==> src/rtl/core_pkg.sv <==
// Shared core types: fetch FSM encoding, trap cause codes, NOP and the fetch slot record.
package core_pkg;

  localparam logic [31:0] NOP_INST_C = 32'h0000_0013;

  localparam logic [3:0] CAUSE_IMISALIGN = 4'd0;
  localparam logic [3:0] CAUSE_IACCESS   = 4'd1;

  typedef enum logic [1:0] {
    ST_REQ  = 2'd0,
    ST_WAIT = 2'd1,
    ST_DROP = 2'd2,
    ST_HALT = 2'd3
  } fetch_state_e;

  typedef struct packed {
    logic [31:0] inst;
    logic [31:0] pc;
    logic        fault;
    logic [3:0]  cause;
  } slot_t;

endpackage

==> src/rtl/fetch_slot.sv <==
// Single-entry instruction register between fetch and decode, valid/ready handshake.
module fetch_slot
  import core_pkg::*;
#(
  parameter logic [31:0] NOP_INST = NOP_INST_C
) (
  input  logic        clk,
  input  logic        rst_n,
  input  logic        flush_i,
  input  logic        load_i,
  input  slot_t       wdata_i,
  input  logic        ready_i,
  output logic        valid_o,
  output logic [31:0] inst_o,
  output logic [31:0] pc_o,
  output logic        fault_o,
  output logic [3:0]  cause_o
);

  slot_t slot_q, slot_d;
  logic  valid_q, valid_d;

  // Flush beats load: a redirect in the same cycle as a response discards it.
  always_comb begin
    valid_d = valid_q;
    slot_d  = slot_q;
    if (flush_i || (!load_i && valid_q && ready_i)) begin
      valid_d      = 1'b0;
      slot_d.inst  = NOP_INST;
      slot_d.fault = 1'b0;
      slot_d.cause = '0;
    end else if (load_i) begin
      valid_d = 1'b1;
      slot_d  = wdata_i;
    end
  end

  always_ff @(posedge clk or negedge rst_n) begin
    if (!rst_n) begin
      valid_q <= 1'b0;
      slot_q  <= '{inst: NOP_INST, pc: '0, fault: 1'b0, cause: '0};
    end else begin
      valid_q <= valid_d;
      slot_q  <= slot_d;
    end
  end

  assign valid_o = valid_q;
  assign inst_o  = slot_q.inst;
  assign pc_o    = slot_q.pc;
  assign fault_o = slot_q.fault;
  assign cause_o = slot_q.cause;

endmodule

==> src/rtl/inst_fetch_unit.sv <==
// Instruction fetch: PC, one-outstanding imem request FSM, redirect flush and fetch faults.
module inst_fetch_unit
  import core_pkg::*;
#(
  parameter logic [31:0] RESET_PC = 32'h0000_0000,
  parameter logic [31:0] NOP_INST = NOP_INST_C
) (
  input  logic        clk,
  input  logic        rst_n,
  output logic        imem_req,
  output logic [31:0] imem_addr,
  input  logic        imem_gnt,
  input  logic        imem_rvalid,
  input  logic [31:0] imem_rdata,
  input  logic        imem_err,
  input  logic        redirect_valid,
  input  logic [31:0] redirect_pc,
  output logic        inst_valid,
  input  logic        inst_ready,
  output logic [31:0] inst_out,
  output logic [31:0] inst_pc,
  output logic        inst_fault,
  output logic [3:0]  fault_cause
);

  fetch_state_e state_q, state_d;
  logic [31:0]  pc_q, pc_d;
  logic         slot_free, misaligned, granted, outstanding, slot_load;
  slot_t        slot_wdata;

  assign slot_free   = !inst_valid || inst_ready;
  assign misaligned  = (pc_q[1:0] != 2'b00);
  // State resets to REQ, so the request must also be gated by reset itself.
  assign imem_req    = rst_n && (state_q == ST_REQ) && slot_free && !misaligned;
  assign imem_addr   = pc_q;
  assign granted     = imem_req && imem_gnt;
  assign outstanding = granted ||
                       (((state_q == ST_WAIT) || (state_q == ST_DROP)) && !imem_rvalid);

  always_comb begin
    state_d    = state_q;
    pc_d       = pc_q;
    slot_load  = 1'b0;
    slot_wdata = '{inst: NOP_INST, pc: pc_q, fault: 1'b0, cause: CAUSE_IMISALIGN};
    case (state_q)
      ST_REQ: begin
        // A misaligned redirect target parks here one cycle, then reports the fault.
        if (misaligned) begin
          if (slot_free) begin
            slot_load        = 1'b1;
            slot_wdata.fault = 1'b1;
            slot_wdata.cause = CAUSE_IMISALIGN;
            state_d          = ST_HALT;
          end
        end else if (granted) begin
          state_d = ST_WAIT;
        end
      end
      ST_WAIT: begin
        if (imem_rvalid) begin
          slot_load = 1'b1;
          if (imem_err) begin
            slot_wdata.fault = 1'b1;
            slot_wdata.cause = CAUSE_IACCESS;
            state_d          = ST_HALT;
          end else begin
            slot_wdata.inst = imem_rdata;
            pc_d            = pc_q + 32'd4;
            state_d         = ST_REQ;
          end
        end
      end
      ST_DROP: begin
        if (imem_rvalid) state_d = ST_REQ;
      end
      ST_HALT: ;
    endcase

    if (redirect_valid) begin
      pc_d      = redirect_pc;
      slot_load = 1'b0;
      state_d   = outstanding ? ST_DROP : ST_REQ;
    end
  end

  always_ff @(posedge clk or negedge rst_n) begin
    if (!rst_n) begin
      state_q <= ST_REQ;
      pc_q    <= RESET_PC;
    end else begin
      state_q <= state_d;
      pc_q    <= pc_d;
    end
  end

  fetch_slot #(.NOP_INST(NOP_INST)) u_slot (
    .clk     (clk),
    .rst_n   (rst_n),
    .flush_i (redirect_valid),
    .load_i  (slot_load),
    .wdata_i (slot_wdata),
    .ready_i (inst_ready),
    .valid_o (inst_valid),
    .inst_o  (inst_out),
    .pc_o    (inst_pc),
    .fault_o (inst_fault),
    .cause_o (fault_cause)
  );

endmodule

==> config.mk <==
export PLATFORM = sky130hd
export DESIGN_NAME = inst_fetch_unit
export DESIGN_NICKNAME = d
export VERILOG_FILES = /design/src/rtl/core_pkg.sv /design/src/rtl/fetch_slot.sv /design/src/rtl/inst_fetch_unit.sv
export SDC_FILE = /design/constraint.sdc
export NUM_CORES = 1
export LEC_CHECK = 0
export CORE_MARGIN = 4
export CORE_UTILIZATION = 49
export CTS_BUF_LIST = sky130_fd_sc_hd__clkbuf_2
export DETAILED_ROUTE_END_ITERATION = 10
export GPL_ROUTABILITY_DRIVEN = 0
export PLACE_DENSITY = 0.83
export SLEW_MARGIN = 20
export SYNTH_ARGS = -nofsm -noshare
export SYNTH_HDL_FRONTEND = slang
export SYNTH_HIERARCHICAL = 1
export SYNTH_SLANG_ARGS = --single-unit
export TNS_END_PERCENT = 1
==> constraint.sdc <==
create_clock -name clk -period 2.8 [get_ports clk]
set_input_delay 0.56 -clock clk [delete_from_list [all_inputs] [get_ports clk]]
set_output_delay 0.56 -clock clk [all_outputs]
set_load 0.005 [all_outputs]
Yosys cells after proc, flatten, opt, wreduce, memory -nomap -nowiden
Cells that the tools add are included.
{ "op_classes": {"add_sub_neg": 1, "n_mul": 0, "div_mod_pow": 0, "n_lt_le_gt_ge": 0, "eq_ne": 7, "shift": 0, "n_mux": 31, "n_bitwise": 1, "n_reduce_logical": 24} }
{ "ops": {"columns": ["operator", "n"], "rows": [
  ["32-bit two-way mux", 8],
  ["69-bit two-way mux", 1],
  ["32-bit by 3-bit adder with 32-bit output (second input constant)", 1],
  ["5-bit two-way mux", 5],
  ["2-bit two-way mux", 8],
  ["5-bit one-hot mux with 2 select lines", 1],
  ["4-bit != test (second input constant)", 2],
  ["2-bit nonzero test", 4],
  ["1-bit logical AND", 7],
  ["1-bit two-way mux", 6],
  ["3-bit != test (second input constant)", 2],
  ["2-bit one-hot mux with 3 select lines", 1],
  ["5-bit AND reduction", 1],
  ["1-bit zero test", 4],
  ["1-bit logical OR", 4],
  ["4-bit nonzero test", 1],
  ["3-bit AND reduction", 1],
  ["2-bit by 1-bit == test with 1-bit output (second input constant)", 1],
  ["2-bit == test (second input constant)", 1],
  ["2-bit zero test", 1],
  ["2-bit by 1-bit != test with 1-bit output (second input constant)", 1],
  ["1-bit one-hot mux with 2 select lines", 1],
  ["2-bit AND reduction", 1],
  ["1-bit inverter", 1]
]} }
{ "word_totals": {"regBits": 104, "latchBits": 0, "ramBits": 0, "romBits": 0, "inputBits": 71, "out_inout_bits": 103, "elab_cells": 71, "memories": 0} }

Depth between registers and ports, before layout
Gate-level depths: netlist (run 1).
{ "depth": {"depth_word": 12, "mapped_depth": 9, "mapped_depth_nobuf": 6} }

Modules after synthesis
The synthesis (run 1) kept the hierarchy.
{ "by_module_without_submodules": {"columns": ["module", "instances", "cells_each", "area_per_inst_um2", "seq_area_each_um2"], "rows": [
  ["fetch_slot", 1, 238, 2997.9, 1755.4],
  ["inst_fetch_unit", 1, 319, 2602.5, 850.8]
]} }

Worst setup path after synthesis (run 1)
Ideal clock, no wire load.
{ "synth_timing": {"path_type": "register -> register", "start": "reg state_q[1]", "end": "reg pc_q[17] (netlist: imem_addr[17])", "setup_time_ps": 82, "arrival_ps": 2136, "required_ps": 2718, "slack_ps": 582, "path_stages_with_launch": 9, "n_path_buf": 2, "synth_period_minus_slack_ps": 2218, "cell_sequence": "dfrtp_1 -> inv_1 -> ha_1 -> buf_2 -> nand3b_2 -> or4_1 -> buf_2 -> or4_1 -> a31oi_1"} }
{ "synth_between": {"elab_chain_len": 3} }
{ "synth_rtl": {"columns": ["element", "line", "source"], "rows": [
  ["start: declaration", "inst_fetch_unit.sv:26", "fetch_state_e state_q, state_d;"],
  ["start signal: assignment", "inst_fetch_unit.sv:91", "state_q <= state_d;"],
  ["2-bit by 1-bit == test with 1-bit output", "inst_fetch_unit.sv:45", "case (state_q)"],
  ["2-bit nonzero test (no line)", null, null],
  ["3-bit AND reduction (no line)", null, null],
  ["end signal: assignment", "inst_fetch_unit.sv:92", "pc_q <= pc_d;"],
  ["end: declaration", "inst_fetch_unit.sv:27", "logic [31:0] pc_q, pc_d;"]
]} }
Every way passes these cells.
A chain may end at the register's enable or synchronous reset.

Final worst setup path (run 1)
{ "layout_timing": {"start": "in rst_n", "end": "out imem_req"} }
{ "layout_between": {"elab_chain_len": 3} }
{ "layout_rtl": {"columns": ["element", "line", "source"], "rows": [
  ["start: declaration", "inst_fetch_unit.sv:9", "input logic rst_n,"],
  ["1-bit logical AND (3 in a row)", "inst_fetch_unit.sv:34", "assign imem_req = rst_n && (state_q == ST_REQ) && slot_free && !misaligned;"],
  ["end: declaration", "inst_fetch_unit.sv:10", "output logic imem_req,"]
]} }
Every way passes these cells.

==> results of run 1 <==
## registers in the layout (all words and copies together), names as in the netlist
signal / flops
u_slot/valid_o: 1
imem_addr: 32
state_q: 2
u_slot/inst_o: 32
u_slot/cause_o: 4
u_slot/fault_o: 1
u_slot/pc_o: 32
## cell families (layout without fill, tap and decap cells)
logic type | after synthesis | count (layout)
AOI/OAI and AO/OA | 92 | 92
xor gates and xnor gates | 10 | 10
adders and majority gates | 4 | 4
buffers and inverters | 78 | 219
DFF | 104 | 104
muxes | 37 | 37
other | 1 | 4
and+or+nand+nor | 231 | 231
## layer usage
| metal | global-route usage, % | vias to the layer above | share of wire (%) |
|---|---|---|---|
| met3 | 3.79 | 34 | 6.0 |
| met1 | 29.6 | 2297 | 41 |
| li1 | - | 2194 | - |
| met5 | 0 | - | 0 |
| met4 | 10.0 | 0 | 2.9 |
| met2 | 37.5 | 196 | 50 |
## through the flow
stage / instances / area, um2 / hold WS (ps)
2_1_floorplan: 559 / 5610 / 264
3_3_place_gp: 823 / 7240 / 471
3_5_place_dp: 823 / 7240 / 484
4_1_cts: 840 / 7390 / 333
5_1_grt: 841 / 7400 / 330
6_report: 841 / 7400 / 384
## worst paths after layout
check | start | cells past startpoint | slack [ps] | end
setup / recovery | rst_n | 5 | 90 | imem_req
hold / removal | redirect_valid | 3 | 380 | imem_addr[15]
setup reg to reg | state_q[1] | 7 | 290 | imem_addr[25]
hold reg to reg | u_slot/pc_o[0] | 1 | 540 | u_slot/pc_o[0]
max in group asynchronous | rst_n | 4 | 960 | u_slot/cause_o[2]
min in group asynchronous | rst_n | 3 | 560 | u_slot/pc_o[15]
## what timing repair did
item,CTS,global route
hold buffers,1,0
setup endpoints to repair,0,1
hold endpoints to repair,10,0
gates resized for setup,0,2
## report_power, final
| part | total, mW | leakage, nW | internal, mW | switching (mW) |
|---|---|---|---|---|
| clock | 0.797 | 0.0799 | 0.295 | 0.502 |
| sequential | 2.03 | 1.30 | 1.80 | 0.233 |
| combinational | 1.72 | 1.62 | 1.10 | 0.620 |
## cells in the final DEF, fill, tap and decap left out, types with 3 or more instances in the layout
cell and count:
a21oi_1 38, a31oi_1 14, and2_1 34, and3_1 6, and4_1 5, buf_4 19
clkbuf_2 9, clkdlybuf4s50_1 171, conb_1 3, dfrtp_1 101, dfstp_2 3, ha_1 3
inv_1 10, mux2_4 30, mux2i_1 3, nand2_1 62, nand2b_1 5, nand3_1 16
nand3b_1 34, nand4_1 9, nor2_1 20, nor2b_1 5, nor3_1 7, nor4_1 4
o21ai_0 17, o21bai_1 3, o31ai_1 8, or3_1 3, or4_1 11, xnor2_1 6
xor2_1 4
## final cells by class
cell class | instances | area (um2) | area share, %
flip-flops and latches | 104 | 2610 | 35.2
multi-input cells | 377 | 2550 | 34.5
repair buffers | 193 | 1890 | 25.5
well taps | 140 | 175 | 2.37
clock inverters | 7 | 93.8 | 1.27
clock buffers | 9 | 45.0 | 0.609
inverters | 10 | 37.5 | 0.507
diodes | 1 | 2.50 | 0.0338
## critical path: stages
cell and delay (ps):
dlygate4sd3_1 530, buf_4 130, nor3b_2 200, and3_1 210, clkdlybuf4s50_1 530
==> impl_metrics.csv, run 1 <==
group,metric,value,unit
status,status,"completed",
cells_and_area,fin_util,67.1,%
grt,grt_start_max_net_pins,76,
synth,yosysMostFrequentCell,"dfrtp_1",
cts,root_buffer,"clkbuf_2",
power_and_ir_drop,fin_total_pwr,4.55,mW
synth,yosys_register_bits,104,
cts,insertion_delay,590,ps
power_and_ir_drop,power.density,615,nW/um2
timing,skew,46.1,ps
grt,grt_pass1_wl,24000,um
timing,setup_viol,0,
placement,hpwlAfterDp,10900,um
floorplanning,boundaryPins,174,
synth,syn_avg_cell_area,10.1,um2
synth,synth_top_family_by_area,"simple AND/OR/NAND/NOR gates",
cells_and_area,num-nets-final,770,
grt,overflow,0,
synth,synth_mux_area_share,9.38,%
synth,synth-edff-count,0,
synth,synthAdderAreaFrac,0.894,%
hold_path,hold_path.class,"in -> reg",
floorplanning,die_w,115,um
floorplanning,dieArea,13200,um2
cells_and_area,layout-drive-gt1-share,11.4,%
synth,synth_largest_area_cell,"dfrtp_1",
synth,synth.distinct_cells,55,
placement,pre_cts_ws,90.9,ps
setup_path,critPathCaptureType,"primary output",
synth,synth_compound_area_share,9.74,%
cts,htreeDepth,3,
synth,syn_inst,557,
floorplanning,coreArea,11000,um2
detailed_routing,via_per_inst,5.61,
synth,synth_xor_area_share,1.56,%
cts,cts_sinks,104,
setup_path,arrival,2150,ps
timing,setup_ws,85.1,ps
synth,synth-seq-area-share,46.5,%
setup_path,critPathMaxFanout,2,
detailed_routing,antenna_left,0,
detailed_routing,wirelength,15100,um
grt,grt_pass1_vias,4800,
cts,numCtsBuffers,9,
synth,ys_warn_count,6,
timing,clock.fmax,0.368,GHz
timing,period_needed,2710,ps
cts,clk_pin_slew_worst_paths,260,ps
cells_and_area,areaGrowthSynthToFinish,32.1,%
power_and_ir_drop,ir_worst_vdd,0.000414,V
placement,port_buffers,173,
floorplanning,start_util,50.8,%
cts,cts_tree,"yes",
grt,antenna_found_initial,1,
detailed_routing,first_iter_violations,280,
synth,synth_simple_gate_area_share,23.4,%
power_and_ir_drop,leakagePower,3.00,nW
cells_and_area,fillCellCount,866,
detailed_routing,vias,4721,
setup_path,crit_type,"in -> out",
setup_path,cp.required,2240,ps
timing,finalSetupTns,0,ps
detailed_routing,drc,0,
grt,grt_util_all_layers,22.8,%
timing,slew_headroom,44.2,%
setup_path,start_kind,"input port",
synth,synth_top_area_share,45.1,%
cts,cts_setup_buffers,0,
synth,ys.flop_type,"dfrtp_1",
detailed_routing,detail_route.first_pass.iterations,8,
cts,clockBufferDepth,2,
floorplanning,num_rows,38,
synth,synthArstFlopShare,100,%
timing,period_share,97.0,%
detailed_routing,wl_per_cell,18.0,um
job,drv_cap,0,
floorplanning,die_y,115,um
synth,synth_area_leaders,"dfrtp_1, mux2_4, nand3b_1",
timing,tightest_slew,837,ps
timing,slew_viol_final,0,
timing,rsz0062_at_grt,"false",
synth,synthTopCellsByCount,"dfrtp_1, nand2_1, a21oi_1, and2_1, nand3b_1",
synth,syn_area,5600,um2
timing,finalHoldViolCount,0,
Note: power is estimated with default switching activity, not from simulation.
==> run 2, diff against run 1 <==
--- a/config.mk
+++ b/config.mk
@@ -5,12 +5,14 @@
 export SDC_FILE = /design/constraint.sdc
 export NUM_CORES = 1
 export LEC_CHECK = 0
+export CELL_PAD_IN_SITES_DETAIL_PLACEMENT = 1
+export CELL_PAD_IN_SITES_GLOBAL_PLACEMENT = 1
 export CORE_MARGIN = 4
-export CORE_UTILIZATION = 49
+export CORE_UTILIZATION = 37
 export CTS_BUF_LIST = sky130_fd_sc_hd__clkbuf_2
 export DETAILED_ROUTE_END_ITERATION = 10
-export GPL_ROUTABILITY_DRIVEN = 0
-export PLACE_DENSITY = 0.83
+export GPL_ROUTABILITY_DRIVEN = 1
+export PLACE_DENSITY_LB_ADDON = 0.1
 export SLEW_MARGIN = 20
 export SYNTH_ARGS = -nofsm -noshare
 export SYNTH_HDL_FRONTEND = slang
==> constraint.sdc (replaced) <==
create_clock -name clk -period 2.5 [get_ports clk]
set_input_delay 0.5 -clock clk [delete_from_list [all_inputs] [get_ports clk]]
set_output_delay 0.5 -clock clk [all_outputs]
set_load 0.005 [all_outputs]
==> run 2 against run 1 <==
  * First-iteration DRC count fell by 37%
  * Critical path depth did not move
  * Sequential power rose by 11%
  * Clock power rose by 2%
  * Flip-flop and latch count did not move
  * Die area rose by 30%
  * Non-clock buffer count rose by 22
  * Clock skew rose by 18 ps
  * Clock-buffer cell count rose by 1
  * Total power rose by 13%
  * Combinational power rose by 21%
  * Sequential share of layout area fell by 1.1 points
==> impl_metrics.csv, run 2 (same netlist as run 1, synthesis figures left out) <==
group,metric,value,unit
cells_and_area,areaGrowthSynthToFinish,36.4,%
setup_path,crit_type,"in -> out",
timing,finalHoldViolCount,0,
detailed_routing,drc,0,
timing,clock.fmax,0.426,GHz
setup_path,path_cells,"dlygate4sd3_1 > buf_4 > nor3b_2 > and3_1 > dlygate4sd2_1",
grt,grt_pass1_vias,5008,
detailed_routing,wirelength,16900,um
timing,slew_headroom,46.9,%
power_and_ir_drop,clkPwrFrac,15.8,%
cells_and_area,layout-drive-gt1-share,14.5,%
floorplanning,start_util,38.1,%
timing,setup_ws,153,ps
detailed_routing,routed-wl-met2,8330,um
setup_path,start_kind,"input port",
setup_path,arrival,1850,ps
floorplanning,coreArea,14700,um2
grt,grt_start_max_net_pins,76,
detailed_routing,wl_per_cell,18.6,um
cts,clk_pin_slew_worst_paths,260,ps
power_and_ir_drop,p_sw,1.59,mW
timing,skew,64.4,ps
power_and_ir_drop,combPwrFrac,40.4,%
cells_and_area,final_cell_mix,"clkdlybuf4s50_1, dfrtp_1, nand2_1, a21oi_1, buf_4",
floorplanning,die_w,131,um
cts,clockBufferDepth,2,
detailed_routing,antenna_left,0,
cells_and_area,fillCellCount,1651,
cells_and_area,num-nets-final,792,
setup_path,critPathCaptureType,"primary output",
setup_path,r2r_start,"state_q[1]",
cts,insertion_delay,640,ps
detailed_routing,topRoutingLayerUsed,"met4",
cts,cts_tree,"yes",
cts,htreeDepth,3,
cells_and_area,seq_area,2610,um2
timing,period_share,93.9,%
hold_path,min_delay_path_depth,2,
placement,gp_congestion,0.780,
grt,overflow,0,
timing,setup_viol,0,
timing,fin_hold_ws,281,ps
hold_path,hold_path.class,"in -> reg",
placement,pre_cts_ws,-165,ps
timing,rsz0062_at_grt,"false",
placement,hpwlAfterDp,12100,um
detailed_routing,wl_met3,894,um
grt,grt_util_all_layers,20.0,%
cts,cts_sinks,104,
power_and_ir_drop,p_int,3.57,mW
status,status,"completed",
timing,period_needed,2350,ps
power_and_ir_drop,ir_worst_vdd,0.000441,V
setup_path,r2r_end,"imem_addr[27]",
detailed_routing,via_per_inst,5.21,
floorplanning,num_rows,44,
setup_path,crit_slowest_cell,"dlygate4sd3_1",
detailed_routing,detail_route.first_pass.iterations,4,
setup_path,reg2reg_depth,7,
grt,grt_pass1_wl,27000,um
grt,antenna_found_initial,1,
floorplanning,die_y,131,um
cts,root_buffer,"clkbuf_2",
floorplanning,boundaryPins,174,
cells_and_area,fin_util,52.0,%
setup_path,cp-endpoint,"imem_req",
timing,tightest_slew,796,ps
setup_path,cp.required,2000,ps
power_and_ir_drop,sw_frac_of_total,30.8,%
power_and_ir_drop,leakagePower,3.11,nW
cells_and_area,final_common_cell,"clkdlybuf4s50_1",
detailed_routing,met1_length,7510,um
power_and_ir_drop,power.density,674,nW/um2
setup_path,r2r_slack,160,ps
power_and_ir_drop,pwr-share-seq,43.8,%
timing,slew_viol_final,0,
setup_path,cpPeakStageDelay,530,ps
detailed_routing,vias,4728,
hold_path,min_from,"redirect_valid",
cells_and_area,multiInputGateArea,2560,um2
setup_path,crit_start,"rst_n",
setup_path,critPathMaxFanout,2,
detailed_routing,first_iter_violations,176,
floorplanning,dieArea,17200,um2
placement,port_buffers,173,
job,drv_cap,0,
cts,numCtsBuffers,9,
[run 2: power by group through the flow]
stage	clock, mW	combinational (mW)	sequential, mW
after global placement	0	1.98	2.27
after floorplan	0	1.01	2.27
after detailed placement	0	2.03	2.29
after global routing	0.931	2.25	2.32
final	0.816	2.08	2.26
after CTS	0.858	2.11	2.26
[run 2: timing repair]
item / CTS / global route
setup endpoints to repair: 1 / 0
hold buffers: 1 / 0
endpoints found under the hold margin: 44 / 0
resized for setup: 7 / 0
buffers inserted: 6 / 0
[run 2: how the worst min path moves through the flow]
stage | endpoint | slack (ps)
final | u_slot/cause_o[0] | 280
after global routing | u_slot/cause_o[0] | 220
after CTS | u_slot/cause_o[0] | 260
after detailed placement | u_slot/pc_o[0] | 480
after global placement | u_slot/pc_o[0] | 470
after floorplan | imem_addr[0] | 200
[run 2: cell type report]
type / instances / share of cell area, %
clock buffer: 10 / 0.655
antenna: 1 / 0.0328
tap: 184 / 3.01
inverter: 10 / 0.491
timing repair buffer: 215 / 27.4
sequential: 104 / 34.1
multi-input combinational: 377 / 33.5
clock inverter: 6 / 0.786
[run 2: per-stage QoR]
stage / setup TNS, ps / std cells / power [mW] / area (um2)
after floorplan: 0 / 559 / 3.28 / 5610
after global placement: -783 / 883 / 4.25 / 7450
after detailed placement: -943 / 883 / 4.32 / 7450
after CTS: 0 / 906 / 5.23 / 7640
after global routing: 0 / 907 / 5.50 / 7640
final: 0 / 907 / 5.15 / 7640
[run 2: critical path: cells and delay by family]
kind | cells | cell delay (ps)
buffers and inverters | 3 | 900
AND/OR/NAND/NOR | 2 | 440
[run 2: layer usage]
layer,up-vias,track usage [%]
li1,2237,-
met5,-,0
met4,0,3.81
met3,8,6.10
met1,2365,26.0
met2,118,33.4
==> run 3, diff against run 2 <==
--- a/config.mk
+++ b/config.mk
@@ -12,6 +12,7 @@
 export CTS_BUF_LIST = sky130_fd_sc_hd__clkbuf_2
 export DETAILED_ROUTE_END_ITERATION = 10
 export GPL_ROUTABILITY_DRIVEN = 1
+export GPL_TIMING_DRIVEN = 0
 export PLACE_DENSITY_LB_ADDON = 0.1
 export SLEW_MARGIN = 20
 export SYNTH_ARGS = -nofsm -noshare
==> run 3 against run 2 <==
  * Flip-flop and latch count unchanged
  * First-iteration DRC count grew 8.5%
  * Register-to-register slack lost 96 ps
  * Cell count up 4.0%
  * Worst setup slack got worse by 89 ps
  * Maximum frequency down 3.7%
  * Critical endpoint is now imem_addr[27]
  * Via count up 4.0%
  * Die area did not move
  * Clock-buffer cell count fell by 1
  * Sequential power about the same
  * Largest power group unchanged
==> impl_metrics.csv, run 3 (same netlist as run 1, synthesis figures left out) <==
group,metric,value,unit
floorplanning,start_util,38.1,%
floorplanning,boundaryPins,174,
timing,setup_ws,63.6,ps
cells_and_area,instances_no_fill,943,
timing,slew_headroom,37.8,%
cells_and_area,areaGrowthSynthToFinish,39.8,%
cts,clk_pin_slew_worst_paths,280,ps
setup_path,crit_type,"reg -> reg",
floorplanning,dieArea,17200,um2
setup_path,arrival,2990,ps
power_and_ir_drop,power.density,668,nW/um2
cts,cts_sinks,104,
grt,antenna_found_initial,1,
setup_path,reg2reg_depth,8,
placement,hpwlAfterDp,13200,um
cts,insertion_delay,630,ps
detailed_routing,detail_route.first_pass.iterations,6,
floorplanning,coreArea,14700,um2
power_and_ir_drop,ir_worst_vdd,0.000385,V
cells_and_area,num-nets-final,829,
grt,overflow,0,
cells_and_area,fin_util,53.3,%
timing,skew,22.6,ps
setup_path,cp.required,3060,ps
detailed_routing,wirelength,18300,um
cells_and_area,final_common_cell,"clkdlybuf4s50_1",
placement,dp_cells,917,
floorplanning,num_rows,44,
power_and_ir_drop,fin_total_pwr,5.23,mW
placement,pre_cts_ws,-1040,ps
setup_path,start_kind,"register",
timing,finalHoldViolCount,0,
detailed_routing,via_per_inst,5.22,
setup_path,critPathMaxFanout,9,
cts,clockBufferDepth,2,
detailed_routing,first_iter_violations,191,
setup_path,r2r_slack,60,ps
timing,fin_hold_ws,365,ps
setup_path,critPathCaptureType,"register",
grt,grt_util_all_layers,21.8,%
grt,grt_start_max_net_pins,69,
timing,slew_viol_final,0,
cells_and_area,fin_area,7830,um2
placement,place_area,7600,um2
placement,gp_congestion,0.782,
cells_and_area,seq_area,2610,um2
detailed_routing,antenna_left,0,
job,drv_cap,0,
detailed_routing,drc,0,
grt,grt_pass1_vias,5484,
cells_and_area,layout-drive-gt1-share,16.4,%
setup_path,cp-endpoint,"imem_addr[27]",
cells_and_area,multiInputGateArea,2550,um2
timing,period_needed,2440,ps
setup_path,r2r_end,"imem_addr[27]",
timing,tightest_slew,924,ps
timing,clock.fmax,0.410,GHz
detailed_routing,wl_per_cell,19.4,um
timing,finalSetupTns,0,ps
detailed_routing,vias,4919,
cells_and_area,fillCellCount,1634,
setup_path,r2r_start,"state_q[1]",
timing,period_share,97.5,%
cells_and_area,final_cell_mix,"clkdlybuf4s50_1, dfrtp_1, nand2_1, buf_4, a21oi_1",
cts,cts_tree,"yes",
placement,port_buffers,173,
cts,numCtsBuffers,9,
timing,setup_viol,0,
setup_path,crit_start,"state_q[1]",
floorplanning,die_w,131,um
cts,htreeDepth,3,
floorplanning,die_y,131,um
power_and_ir_drop,leakagePower,3.23,nW
status,status,"completed",
grt,grt_pass1_wl,29100,um
hold_path,hold_path.class,"in -> async",
cts,root_buffer,"clkbuf_2",
-- run 3: changes by cell type in the layout (fill, tap and decap cells not counted), moves of 2 or more --
cell and delta:
buf_8 +3, clkbuf_2 +2, buf_2 +10, buf_12 -3, buf_6 +2, buf_4 +5
clkbuf_1 +14, clkinv_1 +2
-- run 3: report_power, final --
| part | total (mW) | switching [mW] | internal [mW] |
|---|---|---|---|
| Combinational | 2.17 | 0.795 | 1.38 |
| Clock | 0.777 | 0.565 | 0.213 |
| Sequential | 2.28 | 0.261 | 2.02 |
| Total | 5.23 | 1.62 | 3.61 |
-- run 3: area by class of cell --
cell class	instances	share of cell area (%)
flip-flops and latches	104	33.3
multi-input cells	377	32.6
repair buffers	185	23.8
plain buffers	67	5.59
well taps	184	2.94
clock inverters	6	0.655
clock buffers	9	0.575
inverters	10	0.480
diodes	1	0.0320
-- run 3: worst min path at each step --
stage	to	slack [ps]	startpoint
6_report	u_slot/pc_o[5]	360	rst_n
4_1_cts	u_slot/pc_o[5]	330	rst_n
2_1_floorplan	imem_addr[0]	200	rst_n
3_5_place_dp	u_slot/pc_o[5]	430	rst_n
5_1_grt	u_slot/pc_o[5]	300	rst_n
3_3_place_gp	u_slot/pc_o[31]	470	u_slot/pc_o[31]
-- run 3: timing repair --
action | CTS | global route
setup buffers | 5 | 4
hold buffers | 2 | 0
setup endpoints to repair | 78 | 77
pin swaps | 1 | 1
gates resized for setup | 10 | 9
hold endpoints to repair | 36 | 0
-- run 3: layer usage --
metal | track usage [%] | part of all wire (%) | vias up
met3 | 7.20 | 6.3 | 24
met1 | 28.1 | 44 | 2459
met4 | 5.57 | 1.6 | 0
met5 | 0 | 0 | -
met2 | 35.5 | 48 | 131
li1 | - | - | 2305
-- run 3: worst max-delay path, stage by stage, from the launching register on --
cell	delay [ps]
dfrtp_1	470
inv_2	100
ha_1	140
buf_4	150
nand3b_2	100
or4_1	520
buf_4	190
or4_1	520
a31oi_1	190
